===== src/rtl/muldiv_pkg.sv =====
// Shared op encodings, FSM states and constants for the iterative multiply/divide unit.
package muldiv_pkg;

  localparam int WIDTH_DEF = 32;

  localparam logic [1:0] OP_MULT  = 2'b00;
  localparam logic [1:0] OP_MULTU = 2'b01;
  localparam logic [1:0] OP_DIV   = 2'b10;
  localparam logic [1:0] OP_DIVU  = 2'b11;

  localparam logic [WIDTH_DEF-1:0] DIV0_QUOT = '1;

  typedef enum logic [1:0] {
    IDLE,
    RUN,
    FIX
  } state_t;

endpackage


===== src/rtl/muldiv_step.sv =====
// One radix-2 iteration: MSB-first shift-add multiply or restoring shift-subtract divide.
// The divide path is present only when MULDIV_DIV_EN is defined.
module muldiv_step #(
  parameter int WIDTH = 32
) (
  input  logic [2*WIDTH-1:0] acc,
  input  logic [WIDTH-1:0]   operand,
  input  logic               bit_in,
  input  logic               is_div,
  output logic [2*WIDTH-1:0] acc_next
);

  logic [2*WIDTH-1:0] mul_next;

  assign mul_next = {acc[2*WIDTH-2:0], 1'b0} + (bit_in ? {{WIDTH{1'b0}}, operand} : '0);

`ifdef MULDIV_DIV_EN
  // Upper half is the partial remainder, lower half collects quotient bits.
  logic [WIDTH:0] rem_sh;
  logic [WIDTH:0] diff;

  assign rem_sh = {acc[2*WIDTH-1:WIDTH], bit_in};
  assign diff   = rem_sh - {1'b0, operand};

  always_comb begin
    acc_next = mul_next;
    if (is_div) begin
      if (!diff[WIDTH]) acc_next = {diff[WIDTH-1:0], acc[WIDTH-2:0], 1'b1};
      else              acc_next = {rem_sh[WIDTH-1:0], acc[WIDTH-2:0], 1'b0};
    end
  end
`else
  logic unused_is_div;

  assign unused_is_div = is_div;
  assign acc_next      = mul_next;
`endif

endmodule


===== src/rtl/muldiv_unit.sv =====
// Iterative MULT/MULTU/DIV/DIVU unit with architectural HI/LO, 33 cycles per operation.
// Divide support is compiled in only when MULDIV_DIV_EN is defined.
import muldiv_pkg::*;

module muldiv_unit #(
  parameter int WIDTH = WIDTH_DEF
) (
  input  logic             clk,
  input  logic             reset,
  input  logic             start,
  input  logic [1:0]       op,
  input  logic [WIDTH-1:0] a,
  input  logic [WIDTH-1:0] b,
  input  logic             hi_we,
  input  logic             lo_we,
  input  logic [WIDTH-1:0] wdata,
  output logic             busy,
  output logic             done,
  output logic [WIDTH-1:0] hi,
  output logic [WIDTH-1:0] lo
);

  localparam int CW = $clog2(WIDTH);

  state_t               state, state_next;
  logic [CW-1:0]        count;
  logic                 done_next;
  logic                 signed_op, div_op, launch;
  logic                 sign_a, sign_b;
  logic [2*WIDTH-1:0]   acc, acc_step;
  logic [WIDTH-1:0]     shreg, opnd;
  logic                 is_div, neg_q, neg_r, div0;
  logic [2*WIDTH-1:0]   prod_fix;
  logic [WIDTH-1:0]     hi_res, lo_res;

  function automatic logic [WIDTH-1:0] sign_fix_w(input logic [WIDTH-1:0] v, input logic neg);
    return neg ? (~v + 1'b1) : v;
  endfunction

  function automatic logic [2*WIDTH-1:0] sign_fix_dw(input logic [2*WIDTH-1:0] v, input logic neg);
    return neg ? (~v + 1'b1) : v;
  endfunction

  assign signed_op = (op == OP_MULT) || (op == OP_DIV);
  assign div_op    = !((op == OP_MULT) || (op == OP_MULTU));
  assign sign_a    = signed_op & a[WIDTH-1];
  assign sign_b    = signed_op & b[WIDTH-1];
  assign busy      = (state != IDLE);
  assign launch    = (state == IDLE) && (state_next == RUN);

  always_comb begin
    state_next = state;
    done_next  = 1'b0;
    case (state)
      IDLE: begin
        if (start) begin
`ifdef MULDIV_DIV_EN
          state_next = RUN;
`else
          // Without a divider, divide requests complete immediately and leave HI/LO alone.
          if (div_op) done_next = 1'b1;
          else        state_next = RUN;
`endif
        end
      end
      RUN: begin
        if (count == CW'(WIDTH-1)) state_next = FIX;
      end
      FIX: begin
        state_next = IDLE;
        done_next  = 1'b1;
      end
      default: state_next = IDLE;
    endcase
  end

  always_ff @(posedge clk or posedge reset) begin
    if (reset) begin
      state <= IDLE;
      done  <= 1'b0;
      count <= '0;
    end else begin
      state <= state_next;
      done  <= done_next;
      if (launch)              count <= '0;
      else if (state == RUN)   count <= count + 1'b1;
    end
  end

  // Operands enter as magnitudes; result signs are re-applied in FIX.
  always_ff @(posedge clk) begin
    if (launch) begin
      acc    <= '0;
      is_div <= div_op;
      neg_q  <= sign_a ^ sign_b;
      neg_r  <= sign_a;
      div0   <= div_op && (b == '0);
      if (div_op) begin
        shreg <= sign_fix_w(a, sign_a);
        opnd  <= sign_fix_w(b, sign_b);
      end else begin
        shreg <= sign_fix_w(b, sign_b);
        opnd  <= sign_fix_w(a, sign_a);
      end
    end else if (state == RUN) begin
      acc   <= acc_step;
      shreg <= shreg << 1;
    end
  end

  muldiv_step #(.WIDTH(WIDTH)) u_step (
    .acc      (acc),
    .operand  (opnd),
    .bit_in   (shreg[WIDTH-1]),
    .is_div   (is_div),
    .acc_next (acc_step)
  );

  always_comb begin
    prod_fix = sign_fix_dw(acc, neg_q);
    hi_res   = prod_fix[2*WIDTH-1:WIDTH];
    lo_res   = prod_fix[WIDTH-1:0];
    if (is_div) begin
      // Zero divisor: remainder path already restores the dividend, quotient is forced.
      hi_res = sign_fix_w(acc[2*WIDTH-1:WIDTH], neg_r);
      lo_res = div0 ? WIDTH'(DIV0_QUOT) : sign_fix_w(acc[WIDTH-1:0], neg_q);
    end
  end

  always_ff @(posedge clk or posedge reset) begin
    if (reset) begin
      hi <= '0;
      lo <= '0;
    end else if (state == FIX) begin
      hi <= hi_res;
      lo <= lo_res;
    end else if (state == IDLE) begin
      if (hi_we) hi <= wdata;
      if (lo_we) lo <= wdata;
    end
  end

endmodule


===== config.mk =====
export PLATFORM = sky130hd
export DESIGN_NAME = muldiv_unit
export DESIGN_NICKNAME = d
export VERILOG_FILES = /design/src/rtl/muldiv_pkg.sv /design/src/rtl/muldiv_step.sv /design/src/rtl/muldiv_unit.sv
export SDC_FILE = /design/constraint.sdc
export NUM_CORES = 1
export LEC_CHECK = 0
export CAP_MARGIN = 10
export CORE_ASPECT_RATIO = 1.75
export CORE_MARGIN = 4
export CORE_UTILIZATION = 57
export DETAILED_ROUTE_END_ITERATION = 16
export GPL_ROUTABILITY_DRIVEN = 0
export GPL_TIMING_DRIVEN = 0
export PLACE_DENSITY_LB_ADDON = 0.1
export SLEW_MARGIN = 30
export SYNTH_ARGS = -nofsm -noshare
export SYNTH_HDL_FRONTEND = slang
export SYNTH_SLANG_ARGS = --single-unit

===== constraint.sdc =====
create_clock -name clk -period 3.9 [get_ports clk]
set_input_delay 0.585 -clock clk [delete_from_list [all_inputs] [get_ports clk]]
set_output_delay 0.585 -clock clk [all_outputs]
set_load 0.005 [all_outputs]

# After elaboration in Yosys (flattened, before gate mapping)
# Cells that the tools add are included.
[classes]
add_sub_neg = 7
muxes = 28
n_eq_ne = 6
bitwise_logic = 8
reduce_logical = 15
[op_table]
columns = ["op", "n"]
rows = [
  ["$mux W32", 18],
  ["$add A32 B1 Y32 const B", 4],
  ["$not A32 Y32", 4],
  ["$add A64 B1 Y64 const B", 1],
  ["$add A64 B64 Y64", 1],
  ["$mux W64", 1],
  ["$not A64 Y64", 1],
  ["$logic_not A32 Y1", 1],
  ["$mux W5", 2],
  ["$reduce_bool A2 Y1", 5],
  ["$eq A2 B1 Y1 const B", 3],
  ["$mux W2", 3],
  ["$add A5 B1 Y5 const B", 1],
  ["$eq A5 B5 Y1 const B", 1],
  ["$eq A2 B2 Y1 const B", 2],
  ["$logic_not A2 Y1", 2],
  ["$pmux W2 S2", 1],
  ["$reduce_and A2 Y1", 2],
  ["$and A1 B1 Y1", 2],
  ["$logic_and A1 B1 Y1", 2],
  ["$logic_or A1 B1 Y1", 2],
  ["$mux W1", 2],
  ["$pmux W1 S2", 1],
  ["$logic_not A1 Y1", 1],
  ["$xor A1 B1 Y1", 1],
]
[totals]
out_inout_bits = 66
inputBits = 103
word_cells = 76
ff_bits = 204

# Logic depth before layout (Yosys ltp)
# Gate-level depths: netlist (run 1).
[logic_depth]
word_depth = 8
ltp_mapped = 13

# By module
# A second synthesis (run 1) with hierarchy kept.
[hier_totals]
hier_cells = 1715
area_unflattened_um2 = 13882.1
[modules_own_cells]
columns = ["module", "seq_area_each_um2", "n_inst", "area_per_inst_um2", "cells_each"]
rows = [
  ["muldiv_unit", 5124.9, 1, 11224.5, 1333],
  ["muldiv_step", 0.0, 1, 2657.5, 382],
]

# Least setup slack after synthesis (run 1)
# OpenSTA, ideal clock, no wires.
[synth_timing]
kind = "reg2reg"
startpoint = "register shreg[31]"
endpoint = "register acc[37]"
synth_period_minus_slack_ps = 3072
setup_time_ps = 86
setup_slack_ps = 828
arrival_time_ps = 2987
path_stages_with_launch = 14
required_ps = 3814
cell_sequence = "edfxtp_1 -> clkbuf_1 -> and2_1 -> ha_1 -> fa_1 -> a211oi_1 -> o21ai_1 -> o211ai_1 -> a211oi_1 -> nor3_2 -> buf_2 -> a211oi_1 -> xnor2_1 -> a211oi_1"
[synth_between]
elab_chain_len = 2
[synth_lines]
columns = ["element", "line_no", "source"]
rows = [
  ["from (decl)", "muldiv_unit.sv:31", "logic [WIDTH-1:0] shreg, opnd;"],
  ["from (signal assigned)", "muldiv_unit.sv:99", "shreg <= sign_fix_w(a, sign_a);"],
  ["from (signal assigned)", "muldiv_unit.sv:102", "shreg <= sign_fix_w(b, sign_b);"],
  ["from (signal assigned)", "muldiv_unit.sv:107", "shreg <= shreg << 1;"],
  ["$mux W32", "muldiv_step.sv:15", "assign mul_next = {acc[2*WIDTH-2:0], 1'b0} + (bit_in ? {{WIDTH{1'b0}}, operand} : '0);"],
  ["$add A64 B64 Y64", "muldiv_step.sv:15", ""],
  ["to (signal assigned)", "muldiv_unit.sv:106", "acc <= acc_step;"],
  ["to (decl)", "muldiv_unit.sv:30", "logic [2*WIDTH-1:0] acc, acc_step;"],
]
# No other way between the ends.
# A chain may end at the register's enable or synchronous reset.

# Worst setup path after layout (run 1)
[layout_timing]
startpoint = "register shreg[31]"
endpoint = "register acc[38]"
# The elaborated chain is that of the path after synthesis.

==> results of run 1 <==
==> power by group through the flow <==
stage	sequential, uW	clock (uW)	combinational, uW
6_report	3960	2020	6270
5_1_grt	4040	2110	6820
4_1_cts	3940	2020	6140
3_5_place_dp	3980	0	6090
3_3_place_gp	3950	0	5930
2_1_floorplan	3760	0	4000
==> kinds of logic after synthesis <==
| group | Yosys count | synth area share |
|---|---|---|
| AO/OA/AOI/OAI | 506 | 0.2237 |
| XOR/XNOR | 157 | 0.1003 |
| adder cells (fa/ha/maj) | 39 | 0.03613 |
| buffers and inverters | 154 | 0.04599 |
| flip-flops | 204 | 0.3737 |
| multiplexers | 9 | 0.006661 |
| AND/OR/NAND/NOR | 567 | 0.2135 |
==> metal layers <==
metal | vias to the layer above | share of wire | GRT usage
li1 | 6308 | - | -
met1 | 6370 | 0.33 | 0.3183
met2 | 734 | 0.52 | 0.6320
met3 | 196 | 0.066 | 0.04531
met4 | 0 | 0.086 | 0.2451
met5 | - | 0 | 0
==> state kept, by name, summed over array words and instances, names as in the netlist, 2 cells and up <==
register	count
shreg	32
hi	32
lo	32
acc	64
opnd	32
state	2
count	5
==> final timing paths <==
kind,startpoint,to,slack (ps),cells after the start
worst max-delay path,shreg[31],acc[38],210,13
worst min-delay path,reset,lo[10],450,2
worst max register to register,shreg[31],acc[38],210,13
worst min register to register,lo[14],lo[14],480,2
max in group asynchronous,reset,count[3],2850,3
min in group clk,lo[14],lo[14],480,2
==> cell usage after synthesis, types with 9 or more instances <==
| master | instances | area, um^2 |
|---|---|---|
| o22ai_1 | 44 | 275.3 |
| and3_1 | 22 | 137.6 |
| o21ai_1 | 36 | 180.2 |
| nand4_1 | 13 | 81.33 |
| clkbuf_1 | 86 | 322.8 |
| or3_1 | 13 | 81.33 |
| o31ai_1 | 22 | 165.2 |
| o211ai_1 | 14 | 105.1 |
| or4_1 | 12 | 90.09 |
| o21ai_0 | 135 | 675.7 |
| xor2_1 | 48 | 420.4 |
| dfrtp_1 | 72 | 1802 |
| nand2_1 | 201 | 754.5 |
| dfxtp_1 | 64 | 1281 |
| ha_1 | 38 | 475.5 |
| nand2b_1 | 10 | 62.56 |
| nor2_1 | 111 | 416.7 |
| nand3_1 | 43 | 215.2 |
| a31oi_1 | 13 | 81.33 |
| a21oi_1 | 140 | 700.7 |
| inv_1 | 38 | 142.6 |
| a21o_1 | 10 | 75.07 |
| and2_1 | 41 | 256.5 |
| nor3_1 | 32 | 160.2 |
| xnor2_1 | 109 | 954.7 |
| edfxtp_1 | 68 | 2042 |
| nor3b_1 | 9 | 67.56 |
| buf_2 | 15 | 75.07 |
| a211oi_1 | 14 | 105.1 |
==> cell usage in the layout (no fill, tap or decap), types with 14 or more instances in the layout <==
cell             netlist  layout
a211oi_1              14      14
a21oi_1              140     140
and2_1                41      41
and3_1                22      22
buf_2                 15      14
clkbuf_1              86      86
clkbuf_16              0      21
clkdlybuf4s50_1        0     168
dfrtp_1               72      72
dfxtp_1               64      64
edfxtp_1              68      68
ha_1                  38      38
inv_1                 38      36
nand2_1              201     201
nand3_1               43      43
nor2_1               111     111
nor3_1                32      32
o211ai_1              14      14
o21ai_0              135     135
o21ai_1               36      36
o22ai_1               44      44
o31ai_1               22      22
xnor2_1              109     109
xor2_1                48      48
==> metrics by stage <==
| step | instances | utilization | instance area, um^2 | hold WS [ps] | setup TNS, ps |
|---|---|---|---|---|---|
| detailed placement | 2110 | 0.6726 | 15820 | 473.0 | -427.1 |
| CTS | 2147 | 0.7020 | 16510 | 459.0 | 0 |
| global placement | 2108 | 0.6708 | 15780 | 464.9 | -1878 |
| floorplan | 1636 | - | 13710 | 473.0 | 0 |
| global route | 2148 | 0.7024 | 16520 | 502.2 | 0 |
| finish | 2148 | 0.7024 | 16520 | 445.9 | 0 |
==> timing repair <==
action	CTS	global route
resized for setup	2	2
pin swaps	1	2
buffers inserted	1	1
endpoints found under the setup margin	11	13
endpoints found under the hold margin	0	0
==> area by class of cell <==
| class | count | area (um^2) |
|---|---|---|
| plain buffers | 114 | 485.5 |
| fillers | 1949 | 6999 |
| repair buffers | 172 | 1737 |
| clock buffers | 25 | 554.3 |
| flip-flops and latches | 204 | 5125 |
| multi-input cells | 1278 | 7965 |
| inverters | 40 | 152.6 |
| well taps | 304 | 380.4 |
| clock inverters | 11 | 118.9 |
==> worst max-delay path, delay by kind of cell, from the launching register on <==
kind | cells | cell delay, ps
simple gates | 4 | 1020
fa+ha+maj | 1 | 340
buf+inv | 3 | 530
compound gates | 5 | 1270
flops | 1 | 420
==> results.tsv, run 1 <==
stage	metric	value	unit
outcome	status	finished, final reports clean	
synth	synth_edf_count	68	
synth	seq_area_frac_synth	0.3737	
hold_path	hold_class	in2async	
flow_run	drv_cap	0	
global_routing	first_global_vias	13495	
floorplan	core_area	23520	um^2
synth	ys_types	92	
drt	drt_iter0_drc	1318	
global_routing	grt_first_pass_wirelength	70250	um
cts	cts_max_path_buffers	3	
global_routing	gr-usage-all-layers	0.3305	
critical_path	crit_fanout	10	
critical_path	cp-end-kind	flop	
cts	hold_buffers	0	
pwr	clockPowerShare	0.165	
timing	clock_skew	11.30	ps
drt	ant_nets	0	
drt	wirelength	45620	um
cts	path_clk_slew	70	ps
critical_path	crit_path_start_kind	flop	
place	place_ws	-124.5	ps
cts	clock_sinks	204	
synth	ys_ff_latch	204	
pwr	swShare	0.4283	
floorplan	rows	74	
cts	insertion_delay	510	ps
timing	rsz0062_at_grt	no	
place	dp_hpwl	35890	um
drt	wire_per_inst	21.24	um
pwr	p_int	7001	uW
pwr	power.total	12240	uW
global_routing	grt.overflow.total	0	
pwr	p_leak	0.006336	uW
global_routing	antenna_found_initial	0	
critical_path	crit_chain	buf_4 > clkbuf_1 > and2_1 > ha_1 > a21oi_1 > o21ai_0 > a31oi_1 > a21oi_2 > nor3_2 > nor4_4 > and2_1 > buf_2 > a221o_1	
timing	worst_slew_pin_slew	933.3	ps
critical_path	path_class	reg2reg	
synth	yosysWarnings	0	
pwr	p_seq_frac	0.323	
cts	cts_tree	done	
global_routing	grt_max_degree	39	
pwr	power-per-cell-area	741.3	nW/um^2
timing	setup_viol	0	
critical_path	cp.arrival	4090	ps
layout	syn2layout_area_growth	20.46	%
synth	synth_area_per_cell	8.382	um^2
cts	cts-root-buf	clkbuf_16	
floorplan	die_h	213.2	um
timing	fin_crit	3688	ps
timing	maxSlewViolCount	0	
drt	viasPerCell	6.335	
critical_path	cp.required	4300	ps
critical_path	max_stage_delay	490	ps
pwr	power.switching	5244	uW
timing	slew_headroom	0.3778	
synth	synthFlopType	dfrtp_1	
pwr	p_comb_frac	0.512	
timing	layout_setup_ws	212.4	ps
drt	drtPass1Iterations	6	
timing	fmax	0.2712	GHz
synth	netlist_area	13710	um^2
drt	route.detailed.drc	0	
critical_path	crit_slowest_cell	nor3_2	
timing	timing.final.crit_share	0.9455	
synth	ys_async_sr_fraction	0.3529	
cts	numCtsBuffers	20	
layout	fin_nets	1972	
synth	synth_nets	1778	
critical_path	crit_top_cell	and2_1	
layout	antenna_cells	0	
floorplan	initial_core_util	0.5831	
floorplan	top_level_ports	169	
place	portBuffers	168	
drt	vias	13608	
pwr	ir_drop	0.3605	mV
synth	syn_inst	1636	
layout	drive_gt1_frac	0.05965	
timing	hold_viol	0	
cts	cts-htree-levels	1	
floorplan	die_x	125.3	um
floorplan	die_area	26700	um^2
Note: power is estimated with default switching activity, not from simulation.
==> run 2, diff against run 1 <==
--- a/config.mk
+++ b/config.mk
@@ -16,4 +16,5 @@
 export SLEW_MARGIN = 30
 export SYNTH_ARGS = -nofsm -noshare
 export SYNTH_HDL_FRONTEND = slang
+export SYNTH_HIERARCHICAL = 1
 export SYNTH_SLANG_ARGS = --single-unit
==> run 2 against run 1 <==
Wire length increased by 2.8%. Worst hold slack got worse by 48 ps. Register-to-register slack about the same. Power increased by 5.0%. Setup slack improved by 13 ps. Critical path type unchanged. Synthesized cell count increased by 4.8%. Design area increased by 1.4%. Count of clock-buffer cells in the layout decreased by 2. Global-route usage increased by 0.43 points.
==> results.tsv, run 2 <==
stage	metric	value	unit	change
critical_path	crit_slowest_cell	or4_1		was nor3_2
global_routing	grt.overflow.total	0		unchanged
pwr	ir_drop	0.3170	mV	was 0.3605 mV
layout	fin_nets	2047		was 1972
cts	clock_sinks	204		unchanged
timing	fmax	0.2721	GHz	was 0.2712 GHz
layout	drive_gt1_frac	0.04115		was 0.05965
hold_path	hold_class	in2async		unchanged
pwr	p_leak	0.006600	uW	was 0.006336 uW
synth	synth_most_common_cell	nand2_1		unchanged
pwr	power-per-cell-area	767.8	nW/um^2	was 741.3 nW/um^2
critical_path	path_class	reg2reg		unchanged
layout	syn2layout_area_growth	20.61	%	was 20.46%
cts	insertion_delay	510	ps	about the same
drt	vias	13873		was 13608
timing	slew_headroom	0.2719		was 0.3778
critical_path	max_stage_delay	690	ps	was 490 ps
timing	layout_setup_ws	225.3	ps	was 212.4 ps
cts	cts-htree-levels	1		unchanged
timing	maxSlewViolCount	0		unchanged
outcome	status	finished, final reports clean		unchanged
floorplan	initial_core_util	0.5779		was 0.5831
place	dp.cells	2192		was 2110
timing	hold_viol	0		unchanged
drt	wire_per_inst	21.04	um	was 21.24 um
synth	synth_edf_count	68		unchanged
global_routing	gr-usage-all-layers	0.3348		was 0.3305
place	place_ws	-64.28	ps	was -124.5 ps
synth	netlist_area	13880	um^2	was 13710 um^2
cts	hold_buffers	0		unchanged
timing	fin_tns_setup	0	ps	unchanged
layout	top_register	acc		unchanged
drt	route.detailed.drc	0		unchanged
cts	cts_max_path_buffers	3		unchanged
global_routing	first_global_vias	14134		was 13495
pwr	power.total	12860	uW	was 12240 uW
timing	timing.final.crit_share	0.9422		was 0.9455
drt	ant_nets	0		unchanged
critical_path	rr_endpoint	hi[18]		was acc[38]
layout	final_area	16740	um^2	was 16520 um^2
layout	antenna_cells	0		unchanged
synth	ys_top_cells_by_area	edfxtp_1 (15%), dfrtp_1 (13%), dfxtp_1 (9.2%)		was edfxtp_1 (15%), dfrtp_1 (13%), dfxtp_1 (9.3%)
cts	cts-root-buf	clkbuf_16		unchanged
critical_path	reg2regPathDepth	9		was 13
synth	yosysWarnings	6		was 0
synth	synthFlopType	dfrtp_1		unchanged
cts	path_clk_slew	70	ps	about the same
drt	wirelength	46890	um	was 45620 um
synth	synth_nets	1856		was 1778
cts	cts_tree	done		unchanged
layout	largest_reg_flops	64		unchanged
place	dp_hpwl	37720	um	was 35890 um
drt	viasPerCell	6.227		was 6.335
critical_path	crit_chain	inv_1 > ha_1 > or4b_1 > nand2b_1 > or4_1 > nor3_1 > a31oi_1 > xnor2_1 > a21oi_1		was buf_4 > clkbuf_1 > and2_1 > ha_1 > a21oi_1 > o21ai_0 > a31oi_1 > a21oi_2 > nor3_2 > nor4_4 > and2_1 > buf_2 > a221o_1
synth	synth_area_per_cell	8.094	um^2	was 8.382 um^2
critical_path	crit_fanout	8		was 10
synth	synth_top_area_frac	0.1471		was 0.1489
critical_path	reg2reg_slack	230	ps	was 210 ps
layout	fin_cells	2228		was 2148
critical_path	cp_num_buf_inv	1		was 3
synth	ys_ff_latch	204		unchanged
global_routing	grt_max_degree	48		was 39
synth	ys_async_sr_fraction	0.3529		unchanged
cts	post_cts_buffers	0		was 1
place	place_area	16000	um^2	was 15820 um^2
synth	synth_top_area_cell	edfxtp_1		unchanged
critical_path	cp-end-kind	flop		unchanged
layout	mostFrequentLayoutCells	nand2_1 (262), a21oi_1 (202), clkdlybuf4s50_1 (167)		was nand2_1 (201), clkdlybuf4s50_1 (168), a21oi_1 (140)
floorplan	die_area	27010	um^2	was 26700 um^2
synth	ys_types	78		was 92
timing	fin_crit	3675	ps	was 3688 ps
critical_path	rr_startpoint	acc[0]		was shreg[31]
timing	clock_skew	9.224	ps	was 11.30 ps
layout	final_common_cell	nand2_1		unchanged
critical_path	cp.arrival	4040	ps	was 4090 ps
floorplan	die_h	214.4	um	was 213.2 um
synth	syn_inst	1715		was 1636
synth	ys_top_cells_by_count	nand2_1 (262), a21oi_1 (202), o21ai_0 (141)		was nand2_1 (201), a21oi_1 (140), o21ai_0 (135)
critical_path	cp.required	4260	ps	was 4300 ps
place	portBuffers	167		was 168
drt	drt_iter0_drc	1080		was 1318
timing	setup_viol	0		unchanged
global_routing	antenna_found_initial	0		unchanged
floorplan	top_level_ports	169		unchanged
flow_run	drv_cap	0		unchanged
floorplan	core_area	24020	um^2	was 23520 um^2
timing	rsz0062_at_grt	no		unchanged
critical_path	crit_path_start_kind	flop		unchanged
floorplan	rows	75		was 74
cts	numCtsBuffers	20		unchanged
global_routing	grt_first_pass_wirelength	72330	um	was 70250 um
critical_path	crit_family	simple AND/OR/NAND/NOR gates		was compound AO/OA/AOI/OAI gates
layout	fill_cells	2081		was 1949
timing	worst_slew_pin_slew	1084	ps	was 933.3 ps
floorplan	die_x	126.0	um	was 125.3 um
drt	drtPass1Iterations	6		unchanged
synth	seq_area_frac_synth	0.3692		was 0.3737
-- run 2: worst max path at each step --
stage | start | to | depth (start not counted)
2_1_floorplan | state[0] | div0 | 6
3_3_place_gp | start | opnd[20] | 5
3_5_place_dp | a[2] | opnd[29] | 8
4_1_cts | shreg[31] | acc[47] | 13
5_1_grt | shreg[31] | acc[54] | 14
6_report | acc[0] | hi[18] | 9
-- run 2: where the power goes --
group          switching [uW]  total, uW  leakage [uW]  internal (uW)
registers                 966       4180       0.00206           3220
clock network             868       2190      0.000358           1330
logic                    3740       6480       0.00418           2740
-- run 2: layout make-up --
class                   instances  area (um^2)  area share
clock inverters                13        207.7     0.01240
repair buffers                169         1719      0.1027
multi-input cells            1381         8258      0.4932
flip-flops and latches        204         5125      0.3061
well taps                     308        385.4     0.02302
plain buffers                 103        410.4     0.02451
inverters                      27        103.9    0.006202
clock buffers                  23        534.3     0.03191
-- run 2: what timing repair did --
action	CTS	global route
hold endpoints to repair	0	0
setup endpoints to repair	0	3
resized for setup	0	1
-- run 2: metal layers --
metal  part of all wire  track usage  vias to the layer above
met4              0.092       0.2555                        0
met3              0.059      0.04038                      234
li1                   -            -                     6500
met5                  0            0                        -
met1               0.32       0.3130                     6436
met2               0.53       0.6406                      703
-- run 2: cells by family (layout without fill, tap and decap cells) --
| group | after synthesis | in the layout | synth area share |
|---|---|---|---|
| xor gates and xnor gates | 175 | 175 | 0.1104 |
| DFF | 204 | 204 | 0.3692 |
| AOI/OAI and AO/OA | 496 | 496 | 0.2103 |
| adders and majority gates | 38 | 38 | 0.03479 |
| buffers and inverters | 130 | 335 | 0.03677 |
| and+or+nand+nor | 665 | 665 | 0.2335 |
| muxes | 7 | 7 | 0.005048 |
-- run 2: through the flow --
stage / util / hold slack [ps]
floorplan: - / 448.8
global placement: 0.6635 / 460.2
detailed placement: 0.6659 / 469.3
CTS: 0.6968 / 398.7
global route: 0.6970 / 435.1
finish: 0.6970 / 397.8
==> run 3, diff against run 2 <==
--- a/config.mk
+++ b/config.mk
@@ -13,7 +13,6 @@
 export GPL_ROUTABILITY_DRIVEN = 0
 export GPL_TIMING_DRIVEN = 0
 export PLACE_DENSITY_LB_ADDON = 0.1
-export SLEW_MARGIN = 30
 export SYNTH_ARGS = -nofsm -noshare
 export SYNTH_HDL_FRONTEND = slang
 export SYNTH_HIERARCHICAL = 1
==> run 3 against run 2 <==
Final cell count decreased by 0.13%. Combinational power is essentially flat. Maximum frequency shrank 0.81%. Critical endpoint unchanged. Largest cell class unchanged. Largest power group unchanged.
==> results.tsv, run 3 (synthesis gave the netlist of run 2 again) <==
stage	metric	value	unit	change
critical_path	crit_fanout	8		unchanged
place	place_ws	-61.18	ps	was -64.28 ps
drt	viasPerCell	6.240		was 6.227
critical_path	cp.arrival	4040	ps	about the same
drt	ant_nets	0		unchanged
global_routing	grt_max_degree	72		was 48
drt	route.detailed.drc	0		unchanged
timing	fmax	0.2699	GHz	was 0.2721 GHz
timing	timing.final.crit_share	0.9500		was 0.9422
global_routing	grt_first_pass_wirelength	71950	um	was 72330 um
drt	vias	13883		was 13873
layout	largest_reg_flops	64		unchanged
floorplan	top_level_ports	169		unchanged
layout	drive_gt1_frac	0.03495		was 0.04115
pwr	p_leak	0.006529	uW	was 0.006600 uW
layout	antenna_cells	0		unchanged
floorplan	die_x	126.0	um	unchanged
place	portBuffers	167		unchanged
layout	top_register	acc		unchanged
layout	mostFrequentLayoutCells	nand2_1 (262), a21oi_1 (202), clkdlybuf4s50_1 (167)		unchanged
timing	setup_viol	0		unchanged
timing	worst_slew_pin_slew	1162	ps	was 1084 ps
cts	hold_buffers	0		unchanged
drt	drtPass1Iterations	6		unchanged
outcome	status	finished, final reports clean		unchanged
layout	fin_util	0.6913		was 0.6970
pwr	power-per-cell-area	753.7	nW/um^2	was 767.8 nW/um^2
timing	maxSlewViolCount	0		unchanged
critical_path	rr_startpoint	acc[1]		was acc[0]
pwr	ir_drop	0.3138	mV	was 0.3170 mV
timing	fin_crit	3705	ps	was 3675 ps
timing	clock_skew	11.25	ps	was 9.224 ps
critical_path	cp.required	4240	ps	was 4260 ps
floorplan	rows	75		unchanged
cts	cts_tree	done		unchanged
cts	cts-root-buf	clkbuf_16		unchanged
global_routing	grt.overflow.total	0		unchanged
critical_path	crit_path_start_kind	flop		unchanged
layout	seq_area	5125	um^2	unchanged
drt	wire_per_inst	20.99	um	was 21.04 um
global_routing	antenna_found_initial	0		unchanged
layout	multi_input_area	8252	um^2	was 8258 um^2
timing	fin_hold_ws	299.7	ps	was 397.8 ps
cts	clock_sinks	204		unchanged
critical_path	path_class	reg2reg		unchanged
floorplan	initial_core_util	0.5779		unchanged
cts	path_clk_slew	70	ps	about the same
drt	drt_iter0_drc	1133		was 1080
global_routing	first_global_vias	13993		was 14134
cts	insertion_delay	500	ps	was 510 ps
layout	fill_cells	2082		was 2081
drt	wirelength	46700	um	was 46890 um
place	dp_hpwl	37610	um	was 37720 um
cts	cts_max_path_buffers	3		unchanged
timing	rsz0062_at_grt	no		unchanged
floorplan	die_h	214.4	um	unchanged
global_routing	gr-usage-all-layers	0.3340		was 0.3348
flow_run	drv_cap	0		unchanged
layout	final_common_cell	nand2_1		unchanged
cts	numCtsBuffers	19		was 20
critical_path	cp-startpoint	acc[1]		was acc[0]
layout	syn2layout_area_growth	19.62	%	was 20.61%
timing	layout_setup_ws	195.1	ps	was 225.3 ps
floorplan	core_area	24020	um^2	unchanged
floorplan	die_area	27010	um^2	unchanged
timing	hold_viol	0		unchanged
layout	fin_nets	2047		unchanged
critical_path	cp-end-kind	flop		unchanged
timing	slew_headroom	0.2183		was 0.2719
hold_path	hold_class	in2async		unchanged
cts	cts-htree-levels	1		unchanged
run 3: cell count changes in the layout (fill, tap and decap cells not counted), sizes merged:
cell,before,now
bufinv,5,2
clkinv,6,4
buf,12,13
clkbuf,116,117
run 3: path summary, 6_finish.rpt:
path	cells after the start	endpoint	slack, ps
worst max-delay path	9	hi[18]	200
worst min-delay path	2	lo[18]	300
worst max register to register	9	hi[18]	200
worst min register to register	2	lo[18]	480
max in group asynchronous	3	count[3]	3070
min in group clk	2	lo[18]	480
run 3: per-stage QoR:
stage	cell area [um^2]	total power (uW)	setup TNS [ps]	std cells
6_report	16610	12520	0	2225
5_1_grt	16610	13360	0	2225
4_1_cts	16570	12360	0	2224
3_5_place_dp	15990	10520	-132.2	2192
3_3_place_gp	15940	10310	-8022	2190
2_1_floorplan	13880	8138	0	1715
run 3: cell type report:
type                       count  area share
multi-input combinational   1381      0.4969
sequential                   204      0.3086
timing repair buffer         170      0.1052
clock buffer                  24     0.02976
buffer                       103     0.02471
tap                          308     0.02321
inverter                      27    0.006254
clock inverter                 8    0.005350
run 3: metal layers:
layer	GRT usage	vias to the layer above	wire length, um
met5	0	-	0
met4	0.2473	0	4085
met3	0.03963	218	2725
met2	0.6445	727	24940
met1	0.3111	6444	14950
li1	-	6494	-
run 3: critical path, cell delays in order, from the launching register on:
cell and delay [ps]:
dfxtp_1 410, inv_1 130, ha_1 190, or4b_1 450, nand2b_1 270, or4_1 700, nor3_1 470, a31oi_1 170
xnor2_1 570, a21oi_1 170
run 3: report_power, final:
group	internal, uW	leakage, uW	switching, uW	total, uW
Clock	1030	0.000273	797	1820
Sequential	3210	0.00206	969	4180
Combinational	2770	0.00420	3740	6510
run 3: what timing repair did:
item	in CTS	in global routing
hold endpoints to repair	0	0
endpoints found under the setup margin	0	1
buffers inserted	0	0
gates resized for setup	0	1
